==> config.mk <==
export PLATFORM = sky130hd
export DESIGN_NAME = bin_to_bcd_seq_flat
export DESIGN_NICKNAME = d
export VERILOG_FILES = /design/src/rtl/bin_to_bcd_if.sv /design/src/rtl/bin_to_bcd_seq.sv /design/src/flat_wrapper.sv
export SDC_FILE = /design/constraint.sdc
export NUM_CORES = 1
export LEC_CHECK = 0
export CAP_MARGIN = 15
export CORE_AREA = 2 2 97 99
export DETAILED_ROUTE_END_ITERATION = 7
export DIE_AREA = 0 0 99 101
export SYNTH_ARGS = -nofsm -noshare
export SYNTH_HDL_FRONTEND = slang
export SYNTH_SLANG_ARGS = --single-unit
==> constraint.sdc <==
create_clock -name clk -period 3.7 [get_ports clk]
set_input_delay 0.74 -clock clk [delete_from_list [all_inputs] [get_ports clk]]
set_output_delay 0.74 -clock clk [all_outputs]
set_load 0.02 [all_outputs]
==> src/rtl/bin_to_bcd_if.sv <==
// Start/busy/done handshake and result bus between the address FSM and the BCD converter.
interface bin_to_bcd_if #(
  parameter int unsigned N_BITS = 11,
  parameter int unsigned DIGITS = 4
) ();
  logic                  start;
  logic [N_BITS-1:0]     bin_in;
  logic                  busy;
  logic                  done;
  logic [4*DIGITS-1:0]   bcd_out;
  logic                  ovf;

  modport master (
    output start, bin_in,
    input  busy, done, bcd_out, ovf
  );

  modport slave (
    input  start, bin_in,
    output busy, done, bcd_out, ovf
  );
endinterface

==> src/rtl/bin_to_bcd_seq.sv <==
// Sequential double-dabble binary-to-BCD converter, one input bit per clock,
// saturating to all nines when the value does not fit in DIGITS digits.
module bin_to_bcd_seq #(
  parameter int unsigned N_BITS = 11,
  parameter int unsigned DIGITS = 4
) (
  input logic        clk,
  input logic        rst,
  bin_to_bcd_if.slave bus
);
  localparam int unsigned BcdW = 4 * DIGITS;
  localparam int unsigned SrW  = BcdW + N_BITS;
  localparam int unsigned CntW = $clog2(N_BITS + 1);
  localparam logic [BcdW-1:0] Nines = {DIGITS{4'h9}};

  typedef enum logic [1:0] {StIdle, StShift, StDone} state_e;

  state_e            state_q, state_d;
  logic [SrW-1:0]    sr_q, sr_d;
  logic [CntW-1:0]   cnt_q, cnt_d;
  logic              flag_q, flag_d;
  logic [BcdW-1:0]   bcd_q, bcd_d;
  logic              ovf_q, ovf_d;
  logic              done_q, done_d;
  logic [SrW-1:0]    sr_adj;
  logic [SrW-1:0]    sr_shl;

  // Add-3 correction on every BCD digit in parallel, ahead of the shift.
  always_comb begin
    sr_adj = sr_q;
    for (int unsigned i = 0; i < DIGITS; i++) begin
      if (sr_q[N_BITS+4*i +: 4] >= 4'd5) begin
        sr_adj[N_BITS+4*i +: 4] = sr_q[N_BITS+4*i +: 4] + 4'd3;
      end
    end
    sr_shl = {sr_adj[SrW-2:0], 1'b0};
  end

  always_comb begin
    state_d = state_q;
    sr_d    = sr_q;
    cnt_d   = cnt_q;
    flag_d  = flag_q;
    bcd_d   = bcd_q;
    ovf_d   = ovf_q;
    done_d  = 1'b0;
    unique case (state_q)
      StIdle: begin
        if (bus.start) begin
          sr_d    = {{BcdW{1'b0}}, bus.bin_in};
          cnt_d   = '0;
          flag_d  = 1'b0;
          state_d = StShift;
        end
      end
      StShift: begin
        sr_d   = sr_shl;
        cnt_d  = cnt_q + CntW'(1);
        flag_d = flag_q | sr_adj[SrW-1];
        // Results land with the final shift so done and bcd_out share the DONE cycle.
        if (cnt_q == CntW'(N_BITS - 1)) begin
          state_d = StDone;
          done_d  = 1'b1;
          bcd_d   = flag_d ? Nines : sr_shl[SrW-1 -: BcdW];
          ovf_d   = flag_d;
        end
      end
      StDone: begin
        state_d = StIdle;
      end
      default: begin
        state_d = StIdle;
      end
    endcase
  end

  always_ff @(posedge clk) begin
    if (rst) begin
      state_q <= StIdle;
      sr_q    <= '0;
      cnt_q   <= '0;
      flag_q  <= 1'b0;
      bcd_q   <= '0;
      ovf_q   <= 1'b0;
      done_q  <= 1'b0;
    end else begin
      state_q <= state_d;
      sr_q    <= sr_d;
      cnt_q   <= cnt_d;
      flag_q  <= flag_d;
      bcd_q   <= bcd_d;
      ovf_q   <= ovf_d;
      done_q  <= done_d;
    end
  end

  assign bus.busy    = (state_q != StIdle);
  assign bus.done    = done_q;
  assign bus.bcd_out = bcd_q;
  assign bus.ovf     = ovf_q;
endmodule

==> src/flat_wrapper.sv <==
// flat-port wrapper written by rule: the top's interface ports become plain ports
module bin_to_bcd_seq_flat 
#(
  parameter int unsigned N_BITS = 11,
  parameter int unsigned DIGITS = 4
)
  (clk, rst, bus_start, bus_bin_in, bus_busy, bus_done, bus_bcd_out, bus_ovf);
  bin_to_bcd_if #(.N_BITS(N_BITS), .DIGITS(DIGITS)) bus_i ();
  input logic clk;
  input logic rst;
  input wire logic [$bits(bus_i.start)-1:0] bus_start;
  input wire logic [$bits(bus_i.bin_in)-1:0] bus_bin_in;
  output wire logic [$bits(bus_i.busy)-1:0] bus_busy;
  output wire logic [$bits(bus_i.done)-1:0] bus_done;
  output wire logic [$bits(bus_i.bcd_out)-1:0] bus_bcd_out;
  output wire logic [$bits(bus_i.ovf)-1:0] bus_ovf;
  assign bus_i.start = bus_start;
  assign bus_i.bin_in = bus_bin_in;
  assign bus_busy = bus_i.busy;
  assign bus_done = bus_i.done;
  assign bus_bcd_out = bus_i.bcd_out;
  assign bus_ovf = bus_i.ovf;
  bin_to_bcd_seq #(.N_BITS(N_BITS), .DIGITS(DIGITS)) u_core (.clk(clk), .rst(rst), .bus(bus_i));
endmodule
; ---- After elaboration in Yosys (flattened, before gate mapping)
; Index checks and enable logic that the tools add are counted.
[totals]
reg_bits = 52
input_bits = 14
output_inout_bits = 19
elab_cells = 44
[classes]
addsub = 5
magnitude_cmp = 4
n_eq_ne = 4
n_mux = 15
bitwise = 2
n_reduce_logical = 7
[ops]
columns = operator, n
row1 = $pmux W27 S2, 1
row2 = $mux W27, 1
row3 = $mux W4, 5
row4 = $add A4 B2 Y4 const B, 4
row5 = $ge A4 B3 Y1 const B, 4
row6 = $mux W16, 1
row7 = $pmux W4 S2, 1
row8 = $reduce_and A2 Y1, 3
row9 = $add A4 B1 Y4 const B, 1
row10 = $eq A4 B4 Y1 const B, 1
row11 = $mux W2, 2
row12 = $pmux W2 S2, 1
row13 = $reduce_bool A2 Y1, 2
row14 = $eq A2 B1 Y1 const B, 1
row15 = $logic_not A2 Y1, 1
row16 = $mux W1, 2
row17 = $ne A2 B1 Y1 const B, 1
row18 = $ne A2 B2 Y1 const B, 1
row19 = $pmux W1 S2, 1
row20 = $reduce_or A2 Y1, 1
row21 = $not A1 Y1, 1
row22 = $or A1 B1 Y1, 1

; ---- Longest topological paths before layout
[depth]
ltp_word = 4
mapped_depth = 7

; ---- Worst setup path before layout
; No wires, ideal clock.
[synth_timing]
kind = reg2out
startpoint = register u_core.state_q[0]
endpoint = output port bus_busy
arrival_ns = 0.969
required_time_ns = 2.960
setup_slack_ns = 1.991
stages_incl_launch_ff = 4
n_path_buf = 2
path_cell_list = dfxtp_1 > buf_2 > clkbuf_1 > or2_2
[synth_via]
elab_chain_cells = 1
[synth_rtl]
columns = item, line
row1 = "start, declared", bin_to_bcd_seq.sv:18  ; state_e state_q, state_d;
row2 = "start signal, assigned", bin_to_bcd_seq.sv:79  ; state_q <= StIdle;
row3 = "start signal, assigned", bin_to_bcd_seq.sv:87  ; state_q <= state_d;
row4 = $reduce_bool A2 Y1, bin_to_bcd_seq.sv:97  ; assign bus.busy = (state_q != StIdle);
row5 = "end, declared", flat_wrapper.sv:13  ; output wire logic [$bits(bus_i.busy)-1:0] bus_busy;
; No other way between the ends.

; ---- Worst setup path in the final report
; Same ends and word-level chain as after synthesis.

==> results.json <==
{
  "run_status": "complete, no violations",
  "dieArea_um2": 9999,
  "nFillCells": 936,
  "synth_edf_count": 0,
  "cts-root-buf": "clkbuf_8",
  "clk_path_buf_depth": 2,
  "cts_sinks": 52,
  "fp.dieH_um": 101,
  "worst-path-max-fanout": 18,
  "route.final.wire_length_um": 6220,
  "first_pass_iters": 4,
  "synth.avg_cell_area_um2": 8.236,
  "vias": 2344,
  "peakVddDrop_v": 0.0001322,
  "fmax_mhz": 386.4,
  "num_antenna_cells": 0,
  "endpoint_kind": "primary output",
  "p_clk_share_pct": 37.8,
  "netlist_area_um2": 2644,
  "rows": 35,
  "path_class": "reg2out",
  "netlist_top_cells_area": "dfxtp_1 39%, nor2_1 7.2%, a21oi_1 7.0%, ha_1 4.7%, o21ai_0 3.2%",
  "clk_latency_ns": 0.31,
  "synth_cell_types": 40,
  "seq_power_share_pct": 54.0,
  "globalplace.congestion": 0.7446,
  "synth-xor-area-share_pct": 0,
  "fin_tns_setup_ns": 0,
  "grt_pass1_wl_um": 10210,
  "startpoint_type": "flip-flop",
  "power.density_nw_per_um2": 345.6,
  "combPwrFrac_pct": 8.2,
  "final_nets": 364,
  "yosysSeqAreaShare_pct": 39.38,
  "grt_pass1_vias": 2072,
  "crit_arrival_ns": 1.85,
  "cp.required_ns": 2.96,
  "maxCapViolCount": 0,
  "wl_per_cell_um": 13.76,
  "tritoncts": "built",
  "maxSlewViolCount": 0,
  "synth_adder_area_share_pct": 4.733,
  "dp_hpwl_um": 4141,
  "ys_ff_latch": 52,
  "muxShareOfSynthArea_pct": 0.8519,
  "p_int_uw": 816.4,
  "crit_family": "flip-flops",
  "synth_warnings": 0,
  "grt_usage_pct": 12.57,
  "setup_viol": 0,
  "clk_pin_slew_ns": 0.10,
  "drt_iter0_drc": 161,
  "power.net_switching_uw": 269.8,
  "rsz0062_at_grt": "false",
  "synthTopCellsByCount": "52 x dfxtp_1, 51 x nor2_1, 37 x a21oi_1",
  "synth_ff_type": "dfxtp_1",
  "htreeDepth": 2,
  "routed_via_density": 5.186,
  "yosysTopAreaCellShare_pct": 39.38,
  "area_growth_pct": 18.88,
  "slew_headroom_pct": 42.60,
  "cts_setup_buffers": 0,
  "slowest_delay_ns": 0.73,
  "dieWidth_um": 99,
  "layout_worst_path_cycle_share_pct": 69.95,
  "ctsHoldBuffers": 0,
  "synth_top_family_by_area": "compound AO/OA/AOI/OAI gates",
  "async_flop_share_pct": 0,
  "slowest_stage": "dfxtp_1",
  "drc": 0,
  "synth_most_common_cell": "dfxtp_1",
  "worstMarginPinSlew_ns": 0.8564,
  "crit_chain": "or2_2, clkdlybuf4s50_1",
  "pin_count": 33,
  "core-area_um2": 8977,
  "grt_remaining_overflow": 0,
  "synth_compound_area_share_pct": 26.98,
  "hp-class": "reg2reg",
  "critPathBufInv": 1,
  "sw_frac_of_total_pct": 24.84,
  "antenna_found_initial": 0,
  "cts_resized": 0,
  "numCtsBuffers": 5,
  "min_period_ns": 2.588,
  "portBuffers": 32,
  "syn_nets": 345,
  "postRouteAntennaNets": 0,
  "yosysTopAreaCell": "dfxtp_1",
  "leakagePower_nw": 1.202,
  "start_util_pct": 29.45,
  "hold_viol": 0,
  "synth-simple-area-share_pct": 21.53,
  "drive_above_1_share_pct": 9.091,
  "fin_skew_ns": 0.01836,
  "synthCells": 321,
  "grt_max_degree": 37,
  "finalPower_mw": 1.086
}
final timing paths:
path	startpoint	to	slack, ns	cells past startpoint
worst min register to register	u_core.bus.bcd_out[10]	u_core.bus.bcd_out[10]	0.48	2
worst max register to register	u_core.state_q[0]	u_core.bus.bcd_out[3]	1.38	4
worst min-delay path	u_core.bus.bcd_out[10]	u_core.bus.bcd_out[10]	0.48	2
worst max-delay path	u_core.state_q[0]	bus_busy	1.11	2
cell usage in the layout (no fill, tap or decap), types with 5 or more instances in the layout:
cell type,netlist,layout
dfxtp_1,52,52
nor2_1,51,51
a21oi_1,37,37
clkdlybuf4s50_1,0,32
o21ai_0,17,17
inv_1,16,16
and2_1,11,11
nand3_1,11,11
ha_1,10,10
a31oi_1,8,8
a211o_1,8,8
a32oi_1,8,8
nor3b_1,7,7
nand2b_1,6,6
o221a_2,6,6
clkbuf_8,0,5
buf_4,0,5
layer usage:
metal	vias to the layer above	GRT usage, %	share of wire, %
met2	70	20.06	46
met5	-	0	0
met4	0	3.477	0.88
met1	1084	17.51	48
met3	5	2.150	5.5
li1	1185	-	-
power by group through the flow:
| stage | Sequential, mW | Clock (mW) | Combinational (mW) |
|---|---|---|---|
| after global routing | 0.589 | 0.437 | 0.0994 |
| after global placement | 0.598 | 0 | 0.0870 |
| after CTS | 0.586 | 0.415 | 0.0900 |
| after detailed placement | 0.599 | 0 | 0.0894 |
| final | 0.586 | 0.411 | 0.0893 |
| after floorplan | 0.592 | 0 | 0.0613 |
through the flow:
step                      utilization [%]  area [um2]  hold WS (ns)  instances  worst slack, ns
after floorplan                         -        2644        0.4580        321            1.991
after global placement              33.73        3028        0.4616        444            1.155
after detailed placement            33.73        3028        0.4665        444            1.107
after CTS                           35.01        3143        0.4812        452            1.105
after global routing                35.01        3143        0.4997        452           0.9890
final                               35.01        3143        0.4779        452            1.112
tightest hold or removal path: cells and delay by family, from the launching register on:
kind	cells	cell delay [ns]
DFF	1	0.32
and+or+nand+nor	1	0.07
AOI/OAI and AO/OA	1	0.05
logic make-up (layout without fill, tap and decap cells):
group	count (synthesis)	in the layout
and+or+nand+nor	110	110
adders and majority gates	10	10
AOI/OAI and AO/OA	106	106
muxes	2	2
buffers and inverters	41	61
DFF	52	52
layout make-up:
class | instances | area (um2) | area share [%]
Timing Repair Buffer | 37 | 357.8 | 11.39
Multi-Input combinational cell | 228 | 1430 | 45.50
Inverter | 16 | 60.06 | 1.911
Clock buffer | 5 | 68.82 | 2.189
Sequential cell | 52 | 1041 | 33.12
Tap cell | 111 | 138.9 | 4.419
Clock inverter | 3 | 46.29 | 1.473
registers in the layout, indices dropped and copies added (netlist names):
name,flops
u_core.sr_q,27
u_core.bus.bcd_out,16
u_core.cnt_q,4
u_core.state_q,2
u_core.bus.done,1
u_core.bus.ovf,1
u_core.flag_q,1
(Power assumes the default switching activity.)
